[config.mk]
export PLATFORM = sky130hd
export DESIGN_NAME = nec_prefetch_flat
export DESIGN_NICKNAME = d
export VERILOG_FILES = /design/src/rtl/nec_prefetch_pkg.sv /design/src/rtl/nec_prefetch_if.sv /design/src/rtl/nec_prefetch.sv /design/src/flat_wrapper.sv
export SDC_FILE = /design/constraint.sdc
export NUM_CORES = 1
export LEC_CHECK = 0
export ABC_AREA = 1
export CORE_UTILIZATION = 44
export CTS_CLUSTER_DIAMETER = 80
export CTS_CLUSTER_SIZE = 14
export DETAILED_ROUTE_END_ITERATION = 8
export PLACE_DENSITY_LB_ADDON = 0.15
export SETUP_SLACK_MARGIN = 0.05
export SYNTH_ARGS = -nofsm -noshare
export SYNTH_HDL_FRONTEND = slang
export SYNTH_SLANG_ARGS = --single-unit
[constraint.sdc]
create_clock -name clk -period 3.31 [get_ports clk]
set_input_delay 0.4965 -clock clk [delete_from_list [all_inputs] [get_ports clk]]
set_output_delay 0.4965 -clock clk [all_outputs]
set_load 0.01 [all_outputs]
[src/rtl/nec_prefetch_pkg.sv]
// Shared types and constants for the NEC instruction prefetch unit and its decoder.
// IPQ_SIZE must match the ipq[] depth seen by nec_decode.
package nec_prefetch_pkg;

  localparam int IPQ_SIZE    = 8;
  localparam int PHYS_ADDR_W = 20;

  typedef enum logic {
    PF_IDLE = 1'b0,
    PF_REQ  = 1'b1
  } prefetch_state_e;

  // Segment base plus word-aligned offset, wrapping naturally at 1 MiB.
  function automatic logic [PHYS_ADDR_W-1:0] fetch_phys_addr(
    input logic [15:0] seg,
    input logic [14:0] word_pc
  );
    return {seg, 4'h0} + {4'h0, word_pc, 1'b0};
  endfunction

endpackage

[src/rtl/nec_prefetch_if.sv]
// Word-fetch bus between the prefetch unit (master) and the memory side (slave).
interface nec_prefetch_if;
  import nec_prefetch_pkg::*;

  logic                   fetch_req;
  logic [PHYS_ADDR_W-1:0] fetch_addr;
  logic                   fetch_ack;
  logic [15:0]            fetch_data;

  modport master (
    output fetch_req,
    output fetch_addr,
    input  fetch_ack,
    input  fetch_data
  );

  modport slave (
    input  fetch_req,
    input  fetch_addr,
    output fetch_ack,
    output fetch_data
  );

endinterface

[src/rtl/nec_prefetch.sv]
// Instruction prefetch unit: fetches words from CS:fetch_pc into an 8-byte queue
// indexed by address low bits, exposed to the decoder relative to its pc.
module nec_prefetch
  import nec_prefetch_pkg::*;
(
  input  logic                clk,
  input  logic                reset,
  input  logic                ce_1,
  input  logic                ce_2,
  input  logic [15:0]         cs,
  input  logic [15:0]         decode_pc,
  input  logic                set_pc,
  input  logic [15:0]         new_pc,
  input  logic                block_prefetch,
  nec_prefetch_if.master      bus,
  output logic [7:0]          ipq [IPQ_SIZE],
  output logic [3:0]          ipq_len
);

  prefetch_state_e        state, state_next;
  logic [15:0]            fetch_pc, fetch_pc_next;
  logic                   discard, discard_next;
  logic [PHYS_ADDR_W-1:0] addr_q, addr_next;
  logic                   enabled;
  logic                   ack_seen;
  logic                   wr_even, wr_odd;
  logic [4:0]             free, need;
  logic [2:0]             slot;

  assign enabled  = ce_1 | ce_2;
  assign ack_seen = ce_2 & bus.fetch_ack;
  assign ipq_len  = 4'(fetch_pc - decode_pc);
  assign free     = 5'(IPQ_SIZE) - {1'b0, ipq_len};
  assign need     = fetch_pc[0] ? 5'd1 : 5'd2;
  assign slot     = fetch_pc[2:0];

  assign bus.fetch_req  = (state == PF_REQ);
  assign bus.fetch_addr = addr_q;

  always_ff @(posedge clk or posedge reset) begin
    if (reset) begin
      state    <= PF_IDLE;
      fetch_pc <= 16'h0000;
      discard  <= 1'b0;
      addr_q   <= '0;
    end else begin
      state    <= state_next;
      fetch_pc <= fetch_pc_next;
      discard  <= discard_next;
      addr_q   <= addr_next;
    end
  end

  // A redirect always wins the pointer; an in-flight word is dropped either by
  // ignoring a coincident ack or by marking the later ack for discard.
  always_comb begin
    state_next    = state;
    fetch_pc_next = fetch_pc;
    discard_next  = discard;
    addr_next     = addr_q;
    wr_even       = 1'b0;
    wr_odd        = 1'b0;

    if (enabled) begin
      case (state)
        PF_IDLE: begin
          if (!set_pc && !block_prefetch && (free >= need)) begin
            state_next = PF_REQ;
            addr_next  = fetch_phys_addr(cs, fetch_pc[15:1]);
          end
        end
        PF_REQ: begin
          if (ack_seen) begin
            state_next   = PF_IDLE;
            discard_next = 1'b0;
            if (!set_pc && !discard) begin
              if (fetch_pc[0]) begin
                wr_odd        = 1'b1;
                fetch_pc_next = fetch_pc + 16'd1;
              end else begin
                wr_even       = 1'b1;
                fetch_pc_next = fetch_pc + 16'd2;
              end
            end
          end else if (set_pc) begin
            discard_next = 1'b1;
          end
        end
        default: state_next = PF_IDLE;
      endcase

      if (set_pc) begin
        fetch_pc_next = new_pc;
      end
    end
  end

  // Even fetches fill a slot pair; odd fetches only need the high byte.
  always_ff @(posedge clk or posedge reset) begin
    if (reset) begin
      for (int i = 0; i < IPQ_SIZE; i++) begin
        ipq[i] <= 8'h00;
      end
    end else if (wr_even) begin
      ipq[slot]               <= bus.fetch_data[7:0];
      ipq[{slot[2:1], 1'b1}]  <= bus.fetch_data[15:8];
    end else if (wr_odd) begin
      ipq[slot] <= bus.fetch_data[15:8];
    end
  end

endmodule

[src/flat_wrapper.sv]
// flat-port wrapper written by rule: the top's interface ports become plain ports
module nec_prefetch_flat import nec_prefetch_pkg::*;
  (clk, reset, ce_1, ce_2, cs, decode_pc, set_pc, new_pc, block_prefetch, ipq, ipq_len, bus_fetch_req, bus_fetch_addr, bus_fetch_ack, bus_fetch_data);
  nec_prefetch_if bus_i ();
  input  logic clk;
  input  logic reset;
  input  logic ce_1;
  input  logic ce_2;
  input  logic [15:0] cs;
  input  logic [15:0] decode_pc;
  input  logic set_pc;
  input  logic [15:0] new_pc;
  input  logic block_prefetch;
  output logic [7:0] ipq[IPQ_SIZE];
  output logic [3:0] ipq_len;
  output wire logic [$bits(bus_i.fetch_req)-1:0] bus_fetch_req;
  output wire logic [$bits(bus_i.fetch_addr)-1:0] bus_fetch_addr;
  input wire logic [$bits(bus_i.fetch_ack)-1:0] bus_fetch_ack;
  input wire logic [$bits(bus_i.fetch_data)-1:0] bus_fetch_data;
  assign bus_fetch_req = bus_i.fetch_req;
  assign bus_fetch_addr = bus_i.fetch_addr;
  assign bus_i.fetch_ack = bus_fetch_ack;
  assign bus_i.fetch_data = bus_fetch_data;
  nec_prefetch u_core (.clk(clk), .reset(reset), .ce_1(ce_1), .ce_2(ce_2), .cs(cs), .decode_pc(decode_pc), .set_pc(set_pc), .new_pc(new_pc), .block_prefetch(block_prefetch), .bus(bus_i), .ipq(ipq), .ipq_len(ipq_len));
endmodule
=== Word level (Yosys, flattened, before mapping) ===
Index checks and enable logic that the tools add are counted.
W data, S select, Z words.

* Flip-flop bits (word level): 102
* Bits in latches: 0
* RAM bits: 0
* ROM bits: 0
* Input bits: 71
* Output and inout bits: 89
* Word-level logic and storage cells: 72
* Memories: 0

* $add $sub $neg: 5
* Multiply operators: 0
* Div/mod/pow operators: 0
* Order comparisons: 5
* Equality and inequality tests: 0
* Shifts and indexed selects: 0
* Multiplexer cells: 30
* Bitwise gates (word level): 5
* Reduce and logical (&&, ||, !) cells: 15

{| class="wikitable"
|+ Operators with widths
! operator !! number
|-
| $bwmux W64 || 3
|-
| $mux W64 || 2
|-
| $mux W16 || 5
|-
| $demux W8 S3 || 2
|-
| $add A20 B16 Y20 || 1
|-
| $add A16 B1 Y16 const B || 1
|-
| $add A16 B2 Y16 const B || 1
|-
| $mux W8 || 2
|-
| $mux W1 || 14
|-
| $ge A4 B4 Y1 const B || 2
|-
| $lt A4 B1 Y1 const B || 2
|-
| $not A3 Y4 || 2
|-
| $reduce_bool A2 Y1 || 4
|-
| $reduce_and A3 Y1 || 2
|-
| $ge A5 B5 Y1 || 1
|-
| $logic_and A1 B1 Y1 || 5
|-
| $sub A4 B4 Y5 const A || 1
|-
| $reduce_and A4 Y1 || 1
|-
| $sub A4 B4 Y4 || 1
|-
| $logic_not A1 Y1 || 3
|-
| $mux W2 || 1
|-
| $pmux W1 S2 || 1
|-
| $and A1 B1 Y1 || 1
|-
| $not A1 Y1 || 1
|-
| $or A1 B1 Y1 || 1
|}

=== Logic depth before layout (Yosys ltp) ===
* Depth after elaboration: 8
* Gate-level depth with buffers: 15
* Depth with buffers taken out: 15

=== Least setup slack after synthesis ===
No wires, ideal clock.

* Path kind: reg2reg
* Start: register u_core.fetch_pc[0]
* End: register u_core.state, in the netlist u_core.bus.fetch_req
* Setup time: 0.132 ns
* Arrival time: 2.492 ns
* Required time: 3.178 ns
* Setup slack: 0.686 ns
* Cell stages (with the launch flop): 15
* Buffers on the path: 1
* Clock period less this slack: 2.624 ns
* Cells stage by stage: dfrtp_1 inv_2 ha_1 inv_1 fa_1 inv_1 ha_1 ha_1 nand2_1 nand2_1 nor2_1 nand3_2 nand2_2 buf_6 o21ai_0

* Cells in the longest elaborated chain, start to end: 6
* Elaborated cells between the ends (all ways): 7
* Those cells by class: add/sub (2); order compare (1); mux (3); reduce/logical (1)

{| class="wikitable"
|+ RTL lines
! item !! RTL line !! RTL
|-
| start: declaration || nec_prefetch.sv:21 || <nowiki>logic [15:0] fetch_pc, fetch_pc_next;</nowiki>
|-
| start signal: assignment || nec_prefetch.sv:48 || <nowiki>fetch_pc <= fetch_pc_next;</nowiki>
|-
| $sub A4 B4 Y4 || nec_prefetch.sv:32 || <nowiki>assign ipq_len = 4'(fetch_pc - decode_pc);</nowiki>
|-
| named net ipq_len[1] || flat_wrapper.sv:15 || <nowiki>output logic [3:0] ipq_len;</nowiki>
|-
| $sub A4 B4 Y5 || nec_prefetch.sv:33 || <nowiki>assign free = 5'(IPQ_SIZE) - {1'b0, ipq_len};</nowiki>
|-
| $ge A5 B5 Y1 || nec_prefetch.sv:67 || <nowiki>if (!set_pc && !block_prefetch && (free >= need)) begin</nowiki>
|-
| $logic_and A1 B1 Y1 || nec_prefetch.sv:67 ||
|-
| $mux W1 || nec_prefetch.sv:67 ||
|-
| $pmux W1 S2 || nec_prefetch.sv:65 || <nowiki>case (state)</nowiki>
|-
| end signal: assignment || nec_prefetch.sv:47 || <nowiki>state <= state_next;</nowiki>
|-
| end: declaration || nec_prefetch.sv:20 || <nowiki>prefetch_state_e state, state_next;</nowiki>
|}

The timed path passes the listed nets, and every way through them passes these cells.
A chain may end at the register's enable or synchronous reset.

=== Final worst setup path ===
* Start: input port decode_pc[0]
* End: register u_core.addr_q[4], in the netlist u_core.bus.fetch_addr[4]

* Cells in the longest elaborated chain, start to end: 5

{| class="wikitable"
|+ RTL lines
! item !! RTL line !! RTL
|-
| start: declaration || flat_wrapper.sv:10 || <nowiki>input logic [15:0] decode_pc;</nowiki>
|-
| $sub A4 B4 Y4 || nec_prefetch.sv:32 ||
|-
| $sub A4 B4 Y5 || nec_prefetch.sv:33 ||
|-
| $ge A5 B5 Y1 || nec_prefetch.sv:67 ||
|-
| $logic_and A1 B1 Y1 || nec_prefetch.sv:67 ||
|-
| $reduce_and A3 Y1 (no source line) || - ||
|-
| end signal: assignment || nec_prefetch.sv:50 || <nowiki>addr_q <= addr_next;</nowiki>
|-
| end: declaration || nec_prefetch.sv:23 || <nowiki>logic [PHYS_ADDR_W-1:0] addr_q, addr_next;</nowiki>
|}

No other way between the ends.

==> impl_metrics.ini <==
[placement]
routabilityCongestion = 0.868
pre_cts_ws_ns = 0.00744
dp_hpwl_um = 11400
post-place-cells = 1011
port-buffer-count = 146

[route]
drtIter0Drc = 389
vias = 5215
dr.pass1.iters = 5
avgViaCountPerCell = 5.08
wl_per_cell_um = 14.5
ant_nets = 0
drt_wl_total_um = 14900
drc_errors = 0

[synth]
postSynthAreaPerCell_um2 = 8.15
synth_xor_area_share_pct = 1.07
yosysTopAreaCell = dfrtp_1
synthSimpleGateAreaFrac_pct = 26.6
syn-num-nets = 803
ys.flop_type = dfrtp_1
netlist_area_mm2 = 0.00573
yosysSeqAreaShare_pct = 44.1
synth_compound_area_share_pct = 8.60
synthMuxAreaShare_pct = 6.28
ys_warn_count = 0
synth_edf_count = 0
ys_seq_elements = 101
syn_inst = 704
ys_async_sr_fraction_pct = 100
yosysTopAreaCellShare_pct = 44.1
synth.area.top_cells = dfrtp_1 44%, nand2_1 14%, mux2_2 6.3%
synth_top_family_by_area = simple AND/OR/NAND/NOR gates
ys_types = 36
yosys.area_share.adder_pct = 6.37

[critical_path]
worstSetupStartpoint = decode_pc[0]
arrival_ns = 3.19
critPathBufInv = 4
crit_cells = 15
reg2reg_depth = 15
slowest_stage = fa_1
max_stage_delay_ns = 0.53
cpMostUsedCell = nand2_1
r2r-start = u_core.fetch_pc[0]
startpoint_type = input port
crit_type = in2reg
critPathCaptureType = flop
critPathMaxFanout = 10
path_delay_family = adder cells
required_ns = 3.56
path_cells = clkdlybuf4s50_1, ha_1, inv_1, fa_1, inv_1, ha_1, ha_1, nand2_1, nand2_1, nor2_1, nand3_2, nand2_2, inv_1, nand2_1, nand2_1

[clock_network]
clk_latency_ns = 0.36
clk_pin_slew_ns = 0.08
cts_setup_buffers = 0
ctsHoldBuffers = 0
root_buffer = clkbuf_16
clk_path_buf_depth = 2
cts_resized = 0
cts_made_buffers = 9
cts_sinks = 101
cts_tree = yes
ctsHtreeMaxLevel = 3

[finish]
final_layout_size_suffix_gt1_share_pct = 10.6
most-common-layout-cells = 212 x nand2_1, 146 x clkdlybuf4s50_1, 101 x dfrtp_1
layout_commonest_cell = nand2_1
areaGrowthSynthToFinish_pct = 33.9
nNetsFinal = 949
antenna_cells = 0
final_cells = 1027

[timing]
period_share_pct = 88.9
setup_viol = 0
tightest_slew_ns = 0.672
tns_ns = 0
relSlewSlack_pct = 55.2
fin_skew_ns = 0.00911
rsz0062_at_grt = false
hold_viol = 0
fin_worst_hold_slack_ns = 0.438
finalWorstSetupSlack_ns = 0.367
final.min_clock_period_ns = 2.94
fmax_ghz = 0.340
maxSlewViolCount = 0

[grt]
antenna_found_initial = 0
grt_usage_pct = 22.9
grt_pass1_wl_um = 23600
grt_overflow = 0
grt_pass1_vias = 4833
grt_max_degree = 84

[die]
start_util_pct = 45.3
die_area_mm2 = 0.0135
boundaryPins = 160
rows = 41
die_w_um = 116
fp.dieH_um = 116
core_area_mm2 = 0.0127

[power_and_ir_drop]
peakVddDrop_mv = 0.418
p_leak_nw = 3.83
power_w = 0.00573
power_density_mw_per_mm2 = 747

[job]
timing.max_cap.violations = 0

[run_status]
status = finished, final reports clean

[worst_hold_path]
hp-class = in2async
## area by class of cell
class | instances | area [um2]
clock buffers | 9 | 225
clock inverters | 7 | 68.8
fillers | 1138 | 4990
inverters | 78 | 295
multi-input cells | 507 | 2810
flip-flops and latches | 101 | 2530
well taps | 172 | 215
repair buffers | 153 | 1540
## worst paths after layout
kind	to	slack, ns
worst max-delay path	u_core.bus.fetch_addr[4]	0.37
min in group clk	u_core.bus.fetch_addr[17]	0.49
worst min register to register	u_core.bus.fetch_addr[17]	0.49
worst max register to register	u_core.bus.fetch_addr[4]	0.42
max in group asynchronous	u_core.bus.fetch_addr[15]	2.16
worst min-delay path	u_core.ipq[56]	0.44
## registers in the layout, summed over array words and instances, names as in the netlist
register               cells
u_core.discard             1
u_core.ipq                64
u_core.bus.fetch_req       1
u_core.fetch_pc           16
u_core.bus.fetch_addr     19
## cell usage after synthesis, types with 3 or more instances
library cell and count:
xnor2_1 6, nor3_1 5, nand2_1 212, ha_1 26, inv_2 6, nor2_1 45, dfrtp_1 101, o21ai_0 47
clkbuf_1 9, inv_1 72, and2_1 3, a21oi_1 17, nor2_4 4, nand2_2 9, o21ai_2 13, mux2_2 32
nand4_1 9, nand3_1 61, buf_6 4
## where the power goes
part,leakage (nW),switching [W],total (W),internal (W)
logic,2.35,0.00143,0.00272,0.00130
clock network,0.143,0.000520,0.00105,0.000530
registers,1.33,0.000322,0.00196,0.00164
## per-stage QoR
step	cell area [um2]	utilization [%]
after global placement	7380	58.3
after floorplan	5730	-
after detailed placement	7380	58.3
after CTS	7680	60.6
after global routing	7680	60.6
final	7680	60.6
## per-layer routing
metal / share of wire, % / up-vias / global-route usage (%)
met2: 47 / 159 / 37.3
li1: - / 2570 / -
met1: 47 / 2475 / 31.7
met5: 0 / - / 0
met4: 0.91 / 0 / 5.73
met3: 5.3 / 11 / 4.15
## cell families (layout without fill, tap and decap cells)
| logic type | after synthesis | in the layout |
|---|---|---|
| muxes | 32 | 32 |
| adders and majority gates | 28 | 28 |
| AOI/OAI and AO/OA | 86 | 86 |
| DFF | 101 | 101 |
| and+or+nand+nor | 353 | 353 |
| xor gates and xnor gates | 7 | 7 |
| buffers and inverters | 96 | 247 |
| other | 1 | 1 |
No activity file was read; power rests on OpenSTA's default activity.
